`config.mk`:
```
export PLATFORM = sky130hd
export DESIGN_NAME = minmax_reduce_flat
export DESIGN_NICKNAME = d
export VERILOG_FILES = /design/src/rtl/minmax_reduce_if.sv /design/src/rtl/minmax_reduce.sv /design/src/flat_wrapper.sv
export SDC_FILE = /design/constraint.sdc
export NUM_CORES = 1
export LEC_CHECK = 0
export CAP_MARGIN = 20
export CORE_AREA = 2 2 86 88
export CTS_CLUSTER_SIZE = 8
export DETAILED_ROUTE_END_ITERATION = 16
export DIE_AREA = 0 0 88 90
export GPL_TIMING_DRIVEN = 0
export PLACE_DENSITY = 0.73
export REMOVE_ABC_BUFFERS = 1
export SLEW_MARGIN = 20
export SYNTH_ARGS = -nofsm -noshare
export SYNTH_HDL_FRONTEND = slang
export SYNTH_SLANG_ARGS = --single-unit
export TNS_END_PERCENT = 100
```
`constraint.sdc`:
```
create_clock -name clk -period 6.7 [get_ports clk]
set_input_delay 1.34 -clock clk [delete_from_list [all_inputs] [get_ports clk]]
set_output_delay 1.34 -clock clk [all_outputs]
set_load 0.02 [all_outputs]
```
`src/rtl/minmax_reduce_if.sv`:
```
// minmax_reduce_if: controller handshake and RAM read port of the min/max reduction engine
// slave: the engine; master: the controller and RAM side
// start_in/mode/length in, busy/done_out/err_out/result/result_idx out; rd_en/rd_addr out, data in
interface minmax_reduce_if #(
  parameter int width = 10,
  parameter int addr_width = 10
);
  logic start_in;
  logic mode;
  logic [addr_width-1:0] length;
  logic [width-1:0] data;
  logic rd_en;
  logic [addr_width-1:0] rd_addr;
  logic busy;
  logic done_out;
  logic err_out;
  logic [width-1:0] result;
  logic [addr_width-1:0] result_idx;
  modport slave (
    input start_in, mode, length, data,
    output rd_en, rd_addr, busy, done_out, err_out, result, result_idx
  );
  modport master (
    output start_in, mode, length, data,
    input rd_en, rd_addr, busy, done_out, err_out, result, result_idx
  );
endinterface

```
`src/rtl/minmax_reduce.sv`:
```
// minmax_reduce: scans a vector in a synchronous RAM and returns its max or min value and index
// clk: rising-edge clock; rst: asynchronous active-low reset
// bus (slave): start_in/mode/length in, busy/done_out/err_out/result/result_idx out,
//              rd_en/rd_addr out to the RAM, data in from the RAM
module minmax_reduce #(
  parameter int width = 10,
  parameter int addr_width = 10,
  parameter int rd_latency = 1,
  parameter int signed_cmp = 0
) (
  input logic clk,
  input logic rst,
  minmax_reduce_if.slave bus
);
  typedef enum logic [1:0] {IDLE, ISSUE, DRAIN, DONE} state_t;
  state_t state, state_n;
  logic [addr_width-1:0] len, recv, addr, idx;
  logic [width-1:0] res;
  logic [rd_latency-1:0] vld;
  logic rd_en, mode_q, seen, accept, take, last_issue, last_take, gt, lt, better;
  assign accept = state == IDLE && bus.start_in;
  // vld[i] marks a request issued i+1 cycles ago; the top bit lines up with its RAM data
  assign take = vld[rd_latency-1];
  assign last_issue = addr == len - addr_width'(1);
  assign last_take = take && recv == len - addr_width'(1);
  assign gt = signed_cmp != 0 ? ($signed(bus.data) > $signed(res)) : (bus.data > res);
  assign lt = signed_cmp != 0 ? ($signed(bus.data) < $signed(res)) : (bus.data < res);
  assign better = mode_q ? lt : gt;
  always_ff @(posedge clk or negedge rst) begin
    if (!rst) state <= IDLE;
    else state <= state_n;
  end
  always_comb begin
    state_n = state;
    if (accept) state_n = bus.length == '0 ? DONE : ISSUE;
    else if (state == ISSUE && last_issue) state_n = DRAIN;
    else if (state == DRAIN && last_take) state_n = DONE;
    else if (state == DONE) state_n = IDLE;
  end
  always_ff @(posedge clk or negedge rst) begin
    if (!rst) begin
      rd_en <= 1'b0;
      addr <= '0;
      len <= '0;
      recv <= '0;
      idx <= '0;
      res <= '0;
      vld <= '0;
      mode_q <= 1'b0;
      seen <= 1'b0;
    end else begin
      rd_en <= state_n == ISSUE;
      vld <= rd_latency'({vld, rd_en});
      if (accept) begin
        len <= bus.length;
        mode_q <= bus.mode;
        addr <= '0;
        recv <= '0;
        seen <= 1'b0;
        res <= '0;
        idx <= '0;
      end else if (state == ISSUE && !last_issue) addr <= addr + addr_width'(1);
      // the first element loads unconditionally; later ones only on a strict win, so ties keep the earlier index
      if (take) begin
        recv <= recv + addr_width'(1);
        seen <= 1'b1;
        if (!seen || better) begin
          res <= bus.data;
          idx <= recv;
        end
      end
    end
  end
  assign bus.rd_en = rd_en;
  assign bus.rd_addr = addr;
  assign bus.busy = state == ISSUE || state == DRAIN;
  assign bus.done_out = state == DONE;
  assign bus.err_out = state == DONE && len == '0;
  assign bus.result = res;
  assign bus.result_idx = idx;
endmodule

```
`src/flat_wrapper.sv`:
```
// flat-port wrapper written by rule: the top's interface ports become plain ports
module minmax_reduce_flat 
#(
  parameter int width = 10,
  parameter int addr_width = 10,
  parameter int rd_latency = 1,
  parameter int signed_cmp = 0
)
  (clk, rst, bus_start_in, bus_mode, bus_length, bus_data, bus_rd_en, bus_rd_addr, bus_busy, bus_done_out, bus_err_out, bus_result, bus_result_idx);
  minmax_reduce_if #(.width(width), .addr_width(addr_width)) bus_i ();
  input logic clk;
  input logic rst;
  input wire logic [$bits(bus_i.start_in)-1:0] bus_start_in;
  input wire logic [$bits(bus_i.mode)-1:0] bus_mode;
  input wire logic [$bits(bus_i.length)-1:0] bus_length;
  input wire logic [$bits(bus_i.data)-1:0] bus_data;
  output wire logic [$bits(bus_i.rd_en)-1:0] bus_rd_en;
  output wire logic [$bits(bus_i.rd_addr)-1:0] bus_rd_addr;
  output wire logic [$bits(bus_i.busy)-1:0] bus_busy;
  output wire logic [$bits(bus_i.done_out)-1:0] bus_done_out;
  output wire logic [$bits(bus_i.err_out)-1:0] bus_err_out;
  output wire logic [$bits(bus_i.result)-1:0] bus_result;
  output wire logic [$bits(bus_i.result_idx)-1:0] bus_result_idx;
  assign bus_i.start_in = bus_start_in;
  assign bus_i.mode = bus_mode;
  assign bus_i.length = bus_length;
  assign bus_i.data = bus_data;
  assign bus_rd_en = bus_i.rd_en;
  assign bus_rd_addr = bus_i.rd_addr;
  assign bus_busy = bus_i.busy;
  assign bus_done_out = bus_i.done_out;
  assign bus_err_out = bus_i.err_out;
  assign bus_result = bus_i.result;
  assign bus_result_idx = bus_i.result_idx;
  minmax_reduce #(.width(width), .addr_width(addr_width), .rd_latency(rd_latency), .signed_cmp(signed_cmp)) u_core (.clk(clk), .rst(rst), .bus(bus_i));
endmodule
```
# Word level (Yosys, flattened, before mapping)
# Cells that the tools add are included.
[op_classes]
order_cmp = 2
eq_ne = 6
n_addsub = 3
mul = 0
bitwise_logic = 0
div = 0
n_mux = 18
shift = 0
reduce_logical = 15
[op_table]
columns = ["cell", "count"]
rows = [
  ["two-way mux 10 bit", 10],
  ["adder 10 x 1 -> 10 bit (second input constant)", 2],
  ["equality test 10 bit", 2],
  ["zero test 10 bit", 2],
  ["> comparator 10 bit", 1],
  ["less-than comparator 10 bit", 1],
  ["two-way mux 2 bit", 5],
  ["subtractor 10 x 1 -> 10 bit (second input constant)", 1],
  ["logical AND 1 bit", 6],
  ["equality test 2 x 1 -> 1 bit (second input constant)", 2],
  ["equality test 2 bit (second input constant)", 2],
  ["nonzero test 2 bit", 2],
  ["two-way mux 1 bit", 3],
  ["zero test 1 bit", 2],
  ["zero test 2 bit", 1],
  ["logical OR 1 bit", 2],
]
[word_totals]
ff_bits = 56
ramBits = 0
memories = 0
output_inout_bits = 34
in_bits = 24
latchBits = 0
romBits = 0

# Depth between registers and ports, before layout
# Gate-level depths: netlist of the first run.
[depth]
word_depth = 8
ltp_mapped = 10

# Worst setup path before layout of the first run
# OpenSTA, ideal clock, no wires.
[synth_path]
kind = "input-to-reg"
start = "input port bus_data[7]"
end = "register u_core.res[0], in the netlist u_core.bus.result[0]"
path_stages = 9
path_buffers = 1
t_arrival_ns = 3.090
t_required_ns = 6.579
slack_ns = 3.489
cell_sequence = "ha_1 > a21o_1 > a21o_1 > a221oi_1 > o21a_1 > o211ai_1 > and2_1 > clkbuf_1 > a22o_1"
[synth_via]
elab_chain_len = 5
[synth_rtl]
columns = ["element", "line_no", "text"]
rows = [
  ["from (decl)", "flat_wrapper.sv:16", "input wire logic [$bits(bus_i.data)-1:0] bus_data;"],
  ["> comparator 10 bit or less-than comparator 10 bit (tied branches)", "minmax_reduce.sv:26, minmax_reduce.sv:27", ""],
  ["two-way mux 1 bit (*)", "minmax_reduce.sv:28", "assign better = mode_q ? lt : gt;"],
  ["logical OR 1 bit (*)", "minmax_reduce.sv:67", "if (!seen || better) begin"],
  ["two-way mux 10 bit (*)", "minmax_reduce.sv:67", ""],
  ["two-way mux 10 bit (*)", "minmax_reduce.sv:64", "if (take) begin"],
  ["to (signal assigned)", "minmax_reduce.sv:68", "res <= bus.data;"],
  ["to (decl)", "minmax_reduce.sv:18", "logic [width-1:0] res;"],
]
# Mark *: on every way between the ends. The rest lies on a longest branch, timed or not.
# A chain may end at the register's enable or synchronous reset.

# Worst setup path after layout of the first run
[layout_path]
start = "register u_core.len[0]"
end = "output port bus_err_out"
[layout_via]
elab_chain_len = 2
[layout_rtl]
columns = ["element", "line_no", "text"]
rows = [
  ["from (decl)", "minmax_reduce.sv:17", "logic [addr_width-1:0] len, recv, addr, idx;"],
  ["from (signal assigned)", "minmax_reduce.sv:55", "len <= bus.length;"],
  ["zero test 10 bit", "minmax_reduce.sv:78", "assign bus.err_out = state == DONE && len == '0;"],
  ["logical AND 1 bit", "minmax_reduce.sv:78", ""],
  ["to (decl)", "flat_wrapper.sv:21", "output wire logic [$bits(bus_i.err_out)-1:0] bus_err_out;"],
]
# Every way passes these cells.

==> tab_implementation.tex, run 1 <==
\begin{tabular}{lr}
\hline
Metric & Value \\
\hline
\multicolumn{2}{l}{\textbf{Run status}} \\
\quad Result of the run & completed \\
\multicolumn{2}{l}{\textbf{Logic synthesis}} \\
\quad Count of flip-flops with a built-in enable after synthesis & 0 \\
\quad Post-Syn Area & 3370 µm² \\
\quad Leading area contributor after synthesis & dfrtp\_1 \\
\quad Seq/Total Area, Yosys & 41.6\% \\
\quad Async S/R FF share, synth & 100\% \\
\quad Share of the synthesized area in the top cell type & 41.6\% \\
\quad Gate count after technology mapping & 348 \\
\quad Top cells by area in the synthesized netlist & dfrtp\_1, ha\_1, nand2\_1 \\
\quad Number of warnings reported in the yosys synthesis log & 0 \\
\quad Most used flip-flop cell after synthesis & dfrtp\_1 \\
\quad Synthesis-stage register bit count & 56 \\
\quad Post-synthesis average cell area & 9.69 µm² \\
\quad Count of different cell masters after synthesis & 60 \\
\multicolumn{2}{l}{\textbf{CTS}} \\
\quad Buffer count from post-CTS setup fixing & 0 \\
\quad Number of buffers created by CTS & 5 \\
\quad Clock slew at the register clock pins of the worst setup and hold paths & 0.10 ns \\
\quad Sink Count & 56 \\
\quad Number of levels the H-tree was split into & 2 \\
\quad Cells resized by post-CTS repair & 0 \\
\quad CTS tree & done \\
\quad Number of hold buffers added after CTS & 0 \\
\quad Worst-skew pair later-pin latency & 0.31 ns \\
\quad Maximum clock path buffer count & 2 \\
\quad Cell at the root of the clock tree & clkbuf\_8 \\
\multicolumn{2}{l}{\textbf{Floorplan}} \\
\quad Initial standard-cell utilization of the core & 48.0\% \\
\quad Total Die Area & 7920 µm² \\
\quad Chip height & 90 µm \\
\quad Placement row count & 31 \\
\quad Die extent in x & 88 µm \\
\quad Floorplan Core Area & 7020 µm² \\
\quad Number of top-level pins & 58 \\
\multicolumn{2}{l}{\textbf{Run}} \\
\quad Max-cap violation count & 0 \\
\multicolumn{2}{l}{\textbf{Routing}} \\
\quad DR vias & 2657 \\
\quad Initial DRT Pass Iterations & 4 \\
\quad Wire length after detailed routing & 7010 µm \\
\quad DRC & 0 \\
\quad Number of DRC markers after the initial detailed-route iteration & 105 \\
\quad Number of nets still failing antenna checks after routing & 0 \\
\quad Routed length per instance & 14.4 µm \\
\quad Per-cell via count in the routed design & 5.44 \\
\multicolumn{2}{l}{\textbf{Power and ir drop}} \\
\quad Static Leakage & 1.73 nW \\
\quad Internal Pwr Total & 0.000428 W \\
\quad Logic gate share of total power & 5.3\% \\
\quad IR Drop Worst-Case VDD & 0.0774 mV \\
\quad Power Total & 0.000552 W \\
\quad Switching power share of the total & 22.5\% \\
\quad Sequential cell fraction of total power & 61.1\% \\
\quad Switching power total & 0.000124 W \\
\quad Clock network fraction of total power & 33.6\% \\
\quad Power per cell area & 137 nW/µm² \\
\multicolumn{2}{l}{\textbf{Timing}} \\
\quad Max-slew violation count & 0 \\
\quad Clock Skew & 0.0104 ns \\
\quad Post-route minimum period & 3.87 ns \\
\quad Final setup viols & 0 \\
\quad Setup TNS & 0 ns \\
\quad FMAX & 258 MHz \\
\quad Setup repair after global routing missed its margin & no \\
\quad Worst slew slack as a fraction of its limit & 48.0\% \\
\quad Transition time of the tightest slew-check pin & 0.778 ns \\
\quad Final clock period utilization by the worst path & 57.8\% \\
\quad Hold Vio Cnt, Final & 0 \\
\multicolumn{2}{l}{\textbf{Finish}} \\
\quad Area of the multi-input gates & 1760 µm² \\
\quad Count of nets after finishing & 430 \\
\quad Sequential cell area in the final layout & 1400 µm² \\
\quad Fill cells & 605 \\
\quad Fraction of layout instances using a drive strength above 1 & 6.43\% \\
\quad Synthesis-to-finish area growth & 19.8\% \\
\quad Antenna diode instance count & 0 \\
\multicolumn{2}{l}{\textbf{GRT}} \\
\quad Largest net degree at the start of global routing & 57 \\
\quad Overall overflow remaining after global route & 0 \\
\quad Antenna violations before repair & 0 \\
\quad Wire length of the first global-routing pass & 11800 µm \\
\quad Via count of the first global-routing pass & 2460 \\
\quad All-Layer GR Usage & 18.6\% \\
\multicolumn{2}{l}{\textbf{Worst setup path}} \\
\quad CP most frequent cell & nor3b\_1 \\
\quad Kind of launch point of the worst setup path & flop \\
\quad Cell at the slowest stage of the critical path & clkdlybuf4s50\_1 \\
\quad Kind of end point of the critical path & output port \\
\quad Crit path largest cell delay & 0.63 ns \\
\quad Arrival time at the worst endpoint & 2.53 ns \\
\quad Cells along the critical path & inv\_1 > ha\_1 > nor3b\_1 > nand3\_1 > nor3b\_1 > clkdlybuf4s50\_1 \\
\quad Biggest fanout along the worst timing path & 6 \\
\quad Req. time, crit path & 5.36 ns \\
\quad Type of the worst setup path & reg2out \\
\multicolumn{2}{l}{\textbf{Place}} \\
\quad Global placer's final weighted congestion & 0.859 \\
\quad Count of buffers from port buffering & 57 \\
\quad DP HPWL & 5100 µm \\
\multicolumn{2}{l}{\textbf{Hold path}} \\
\quad Class of the tightest hold or removal check & reg2reg \\
\hline
\end{tabular}
[synthesized netlist by cell type (all sizes together) (2+ instances only)]
cell and instances:
and2 4, o211ai 6, a22o 20, o21ai 10, a21boi 2, a21o 6
nand4 10, a31oi 5, a21oi 7, xor2 10, nor3 5, buf 8
o31ai 3, clkbuf 17, ha 18, or4 3, a311o 2, nor4 4
a31o 4, nand3 11, a211o 2, xnor2 18, inv 22, nor3b 2
mux2i 3, or3 3, dfrtp 56, nor2 17, o21a 2, nand2 50
and3 2
[flip-flops by register name (all words and copies together), names as in the netlist]
| signal | count |
|---|---|
| u_core.bus.result_idx | 10 |
| u_core.recv | 10 |
| u_core.mode_q | 1 |
| u_core.bus.result | 10 |
| u_core.len | 10 |
| u_core.seen | 1 |
| u_core.bus.rd_addr | 10 |
| u_core.state | 2 |
| u_core.take | 1 |
| u_core.bus.rd_en | 1 |
[per-stage QoR]
step                util, %  setup WS (ns)  area, µm²  hold slack, ns  cells
floorplan                 -           3.09       3240           0.450    323
global placement       56.1           2.14       3940           0.362    479
detailed placement     56.3           2.67       3950           0.367    480
CTS                    57.5           2.82       4040           0.393    488
global route           57.5           2.65       4040           0.395    488
finish                 57.5           2.83       4040           0.389    488
[layout by cell type (no fill, tap or decap), types with 2 or more instances in the layout]
cell type,instances
or3_4,2
o211ai_1,5
inv_1,22
dfrtp_1,56
clkbuf_8,5
a21oi_1,5
nor4_1,2
a21boi_0,2
and3_1,2
a31o_1,3
nor3_1,4
xnor2_1,18
nand2_1,50
nor3b_1,2
ha_1,18
nand3_1,11
a311o_1,2
nor2_1,17
xor2_1,10
a211o_1,2
o21a_1,2
clkdlybuf4s50_1,56
a31oi_1,4
and2_1,2
mux2i_1,3
a22o_1,20
a21o_1,6
o21ai_0,9
o31ai_1,3
a21oi_2,2
nand4_1,10
or4_1,3
[power groups by stage]
stage	logic (W)	registers, W	clock network, W
global route	0.0000335	0.000338	0.000205
detailed placement	0.0000300	0.000344	0
CTS	0.0000302	0.000338	0.000192
finish	0.0000293	0.000338	0.000185
floorplan	0.00000651	0.000344	0
global placement	0.0000300	0.000344	0
[final timing paths]
path	endpoint	from	cells after the start	slack, ns
hold reg to reg	u_core.take$_DFF_PN0_	u_core.bus.rd_en$_DFF_PN0_	0	0.39
setup reg to reg	u_core.bus.rd_addr[5]$_DFFE_PN0P_	u_core.len[0]$_DFFE_PN0P_	9	3.60
setup / recovery	bus_err_out	u_core.len[0]$_DFFE_PN0P_	6	2.83
min in group asynchronous	u_core.bus.result[8]$_DFF_PN0_	rst	1	1.06
hold / removal	u_core.take$_DFF_PN0_	u_core.bus.rd_en$_DFF_PN0_	0	0.39
max in group asynchronous	u_core.bus.rd_addr[2]$_DFFE_PN0P_	rst	1	5.18
[cell families (layout without fill, tap and decap cells)]
kind of cell	Yosys count	count (layout)	share of synthesized area [%]
multiplexers	4	4	1.22
AND/OR/NAND/NOR	118	118	18.2
buffers and inverters	47	88	6.27
XOR/XNOR	29	29	7.94
flip-flops	56	56	41.6
adder cells (fa/ha/maj)	18	18	6.68
AO/OA/AOI/OAI	76	76	18.1
[critical path, delay by kind of cell, from the launching register on]
family	cells	cell delay (ns)
buffers and inverters	2	0.74
and+or+nand+nor	3	0.85
DFF	1	0.47
adders and majority gates	1	0.18
[layout make-up]
type	instances	area share [%]
Multi-Input combinational cell	245	43.7
Sequential cell	56	34.7
Timing Repair Buffer	58	14.3
Tap cell	99	3.07
Inverter	22	2.04
Clock buffer	6	1.80
Clock inverter	2	0.403
[routing by layer]
layer  GRT usage [%]  routed length, µm
met2            29.7               3370
met3            2.39                248
met5               0                  0
met1            26.2               3300
met4            5.38                 89
(Power assumes the default switching activity.)
==> run 2: changes to the inputs <==
--- a/config.mk
+++ b/config.mk
@@ -6,12 +6,12 @@
 export NUM_CORES = 1
 export LEC_CHECK = 0
 export CAP_MARGIN = 20
-export CORE_AREA = 2 2 86 88
+export CORE_AREA = 2 2 87 89
 export CTS_CLUSTER_SIZE = 8
 export DETAILED_ROUTE_END_ITERATION = 16
-export DIE_AREA = 0 0 88 90
+export DIE_AREA = 0 0 89 91
 export GPL_TIMING_DRIVEN = 0
-export PLACE_DENSITY = 0.73
+export PLACE_DENSITY = 0.74
 export REMOVE_ABC_BUFFERS = 1
 export SLEW_MARGIN = 20
 export SYNTH_ARGS = -nofsm -noshare
==> constraint.sdc (replaced) <==
create_clock -name clk -period 3.2 [get_ports clk]
set_input_delay 0.64 -clock clk [delete_from_list [all_inputs] [get_ports clk]]
set_output_delay 0.64 -clock clk [all_outputs]
set_load 0.02 [all_outputs]
==> run 2 against run 1 <==
Compared with the run above: setup slack got worse by 2.7 ns; clock power increased by 120%; hold slack got worse by 0.026 ns; register-to-register slack got worse by 3.4 ns; final area increased by 1.1%; sequential power increased by 110%; critical endpoint is now u_core.bus.rd_addr[4]$_DFFE_PN0P_; largest power group unchanged.
==> tab_implementation.tex, run 2 (synthesis gave the netlist of run 1 again) <==
\begin{tabular}{lr}
\hline
Metric & Value \\
\hline
\multicolumn{2}{l}{\textbf{Hold path}} \\
\quad Class of the tightest hold or removal check & in2async \\
\multicolumn{2}{l}{\textbf{CTS}} \\
\quad CTS tree & done \\
\quad Number of hold buffers added after CTS & 0 (unchanged) \\
\quad Clock slew at the register clock pins of the worst setup and hold paths & 0.11 ns (about the same) \\
\quad Worst-skew pair later-pin latency & 0.32 ns (about the same) \\
\quad Sink Count & 56 (unchanged) \\
\quad Number of buffers created by CTS & 5 (unchanged) \\
\quad Number of levels the H-tree was split into & 2 (unchanged) \\
\quad Cell at the root of the clock tree & clkbuf\_8 \\
\quad Maximum clock path buffer count & 2 (unchanged) \\
\multicolumn{2}{l}{\textbf{Timing}} \\
\quad FMAX & 329 MHz \\
\quad Max-slew violation count & 0 (unchanged) \\
\quad Hold Vio Cnt, Final & 0 (unchanged) \\
\quad Setup TNS & 0 ns (unchanged) \\
\quad Post-route minimum period & 3.04 ns \\
\quad Final setup viols & 0 (unchanged) \\
\quad Setup repair after global routing missed its margin & no \\
\quad Final clock period utilization by the worst path & 94.9\% \\
\quad Clock Skew & 0.00733 ns (-0.00306 ns) \\
\quad Transition time of the tightest slew-check pin & 0.777 ns (-0.000874 ns) \\
\quad Worst slew slack as a fraction of its limit & 48.0\% (+0.058 points) \\
\quad Crit path setup slack, layout & 0.163 ns (-2.66 ns) \\
\quad WHS & 0.362 ns (-0.0262 ns) \\
\multicolumn{2}{l}{\textbf{Finish}} \\
\quad Fill cells & 658 (+8.8\%) \\
\quad Antenna diode instance count & 0 (unchanged) \\
\quad Count of nets after finishing & 434 (+0.93\%) \\
\quad Most common library cell in the layout ignoring fill and taps & dfrtp\_1 \\
\quad Fraction of layout instances using a drive strength above 1 & 7.89\% (+1.5 points) \\
\quad Commonest non-fill, non-tap cells in the layout & dfrtp\_1, clkdlybuf4s50\_1, nand2\_1 \\
\quad Synthesis-to-finish area growth & 21.2\% \\
\quad Post-route design area & 4090 µm² (+1.1\%) \\
\multicolumn{2}{l}{\textbf{Power and ir drop}} \\
\quad Static Leakage & 1.78 nW (+2.9\%) \\
\quad Switching power share of the total & 23.3\% (+0.83 points) \\
\quad IR Drop Worst-Case VDD & 0.171 mV (+120\%) \\
\quad Logic gate share of total power & 5.3\% (about the same) \\
\quad Power per cell area & 287 nW/µm² (+110\%) \\
\quad Clock network fraction of total power & 34.3\% (+0.7 points) \\
\quad Sequential cell fraction of total power & 60.4\% (-0.7 points) \\
\quad Internal Pwr Total & 0.000898 W (+110\%) \\
\quad Switching power total & 0.000273 W (+120\%) \\
\multicolumn{2}{l}{\textbf{Place}} \\
\quad Global placer's final weighted congestion & 0.855 (-0.38\%) \\
\quad Placed inst area & 3950 µm² (unchanged) \\
\quad Worst setup slack after placement & -0.149 ns (-2.81 ns) \\
\quad DP HPWL & 5190 µm (+1.6\%) \\
\quad Count of buffers from port buffering & 57 (unchanged) \\
\multicolumn{2}{l}{\textbf{Routing}} \\
\quad Initial DRT Pass Iterations & 4 (unchanged) \\
\quad DRC & 0 (unchanged) \\
\quad Per-cell via count in the routed design & 5.49 (+0.83\%) \\
\quad Number of DRC markers after the initial detailed-route iteration & 134 (+28\%) \\
\quad Wire length after detailed routing & 7310 µm (+4.2\%) \\
\quad Routed length per instance & 14.9 µm (+3.4\%) \\
\quad DR vias & 2701 (+1.7\%) \\
\quad Number of nets still failing antenna checks after routing & 0 (unchanged) \\
\multicolumn{2}{l}{\textbf{Worst setup path}} \\
\quad Biggest fanout along the worst timing path & 11 (+5) \\
\quad Req. time, crit path & 3.46 ns (-1.90 ns) \\
\quad Type of the worst setup path & reg2reg \\
\quad Arrival time at the worst endpoint & 3.30 ns (+0.77 ns) \\
\quad Kind of end point of the critical path & flop \\
\quad Kind of launch point of the worst setup path & flop \\
\multicolumn{2}{l}{\textbf{GRT}} \\
\quad Antenna violations before repair & 0 (unchanged) \\
\quad Via count of the first global-routing pass & 2634 (+7.1\%) \\
\quad Largest net degree at the start of global routing & 57 (unchanged) \\
\quad Wire length of the first global-routing pass & 12300 µm (+4.0\%) \\
\quad All-Layer GR Usage & 19.0\% (+0.42 points) \\
\quad Overall overflow remaining after global route & 0 (unchanged) \\
\multicolumn{2}{l}{\textbf{Floorplan}} \\
\quad Chip height & 91 µm (+1.1\%) \\
\quad Placement row count & 31 (unchanged) \\
\quad Total Die Area & 8100 µm² (+2.3\%) \\
\quad Initial standard-cell utilization of the core & 47.2\% (-0.78 points) \\
\quad Floorplan Core Area & 7140 µm² (+1.7\%) \\
\quad Die extent in x & 89 µm (+1.1\%) \\
\quad Number of top-level pins & 58 (unchanged) \\
\multicolumn{2}{l}{\textbf{Run}} \\
\quad Max-cap violation count & 0 (unchanged) \\
\multicolumn{2}{l}{\textbf{Run status}} \\
\quad Result of the run & completed \\
\hline
\end{tabular}
==> run 2: worst paths after layout <==
path / startpoint / to / slack [ns] / cells after the start
worst max register to register: u_core.len[0]$_DFFE_PN0P_ / u_core.bus.rd_addr[4]$_DFFE_PN0P_ / 0.16 / 10
worst min-delay path: rst / u_core.bus.result[3]$_DFF_PN0_ / 0.36 / 1
worst min register to register: u_core.bus.rd_en$_DFF_PN0_ / u_core.take$_DFF_PN0_ / 0.40 / 0
worst max-delay path: u_core.len[0]$_DFFE_PN0P_ / u_core.bus.rd_addr[4]$_DFFE_PN0P_ / 0.16 / 10
max in group asynchronous: rst / u_core.bus.rd_addr[8]$_DFFE_PN0P_ / 2.37 / 1
min in group clk: u_core.bus.rd_en$_DFF_PN0_ / u_core.take$_DFF_PN0_ / 0.40 / 0
==> run 2: layout make-up <==
cell class                 instances  area [µm²]  share of cell area (%)
clock buffer                       5        68.8                    1.68
clock inverter                     3        22.5                   0.551
inverter                          22        82.6                    2.02
multi-input combinational        245        1780                    43.4
sequential                        56        1400                    34.3
tap                               99         124                    3.03
timing repair buffer              62         612                    15.0
==> run 2: timing repair <==
| action | CTS | global route |
|---|---|---|
| buffers inserted | 0 | 4 |
| gates resized for setup | 1 | 2 |
| setup endpoints to repair | 1 | 2 |
| pin swaps | 0 | 1 |
==> run 2: worst max-delay path, stage by stage (launching register included) <==
cell and delay, ns:
dfrtp_1 0.50, inv_1 0.10, ha_1 0.35, xnor2_1 0.14
a211o_1 0.27, or4_1 0.53, nor3_2 0.29, a31oi_4 0.22
buf_4 0.22, a311o_1 0.30, nand2_1 0.05
==> run 2: through the flow <==
step / utilization (%) / instances / power (W)
after floorplan: - / 323 / 0.000735
after global placement: 55.2 / 479 / 0.000784
after detailed placement: 55.3 / 480 / 0.000784
after CTS: 56.7 / 488 / 0.00117
after global routing: 57.3 / 492 / 0.00122
final: 57.3 / 492 / 0.00117
==> run 2: power groups by stage <==
| stage | Clock (W) | Combinational (W) | Sequential (W) |
|---|---|---|---|
| 2_1_floorplan | 0 | 0.0000136 | 0.000721 |
| 3_3_place_gp | 0 | 0.0000624 | 0.000721 |
| 3_5_place_dp | 0 | 0.0000632 | 0.000721 |
| 4_1_cts | 0.000404 | 0.0000635 | 0.000707 |
| 5_1_grt | 0.000443 | 0.0000709 | 0.000707 |
| 6_report | 0.000401 | 0.0000624 | 0.000707 |
==> run 2: metal layers <==
layer | GRT usage (%) | wire, µm
met5 | 0 | 0
met4 | 5.47 | 127
met3 | 3.27 | 300
met2 | 30.5 | 3400
met1 | 26.2 | 3480
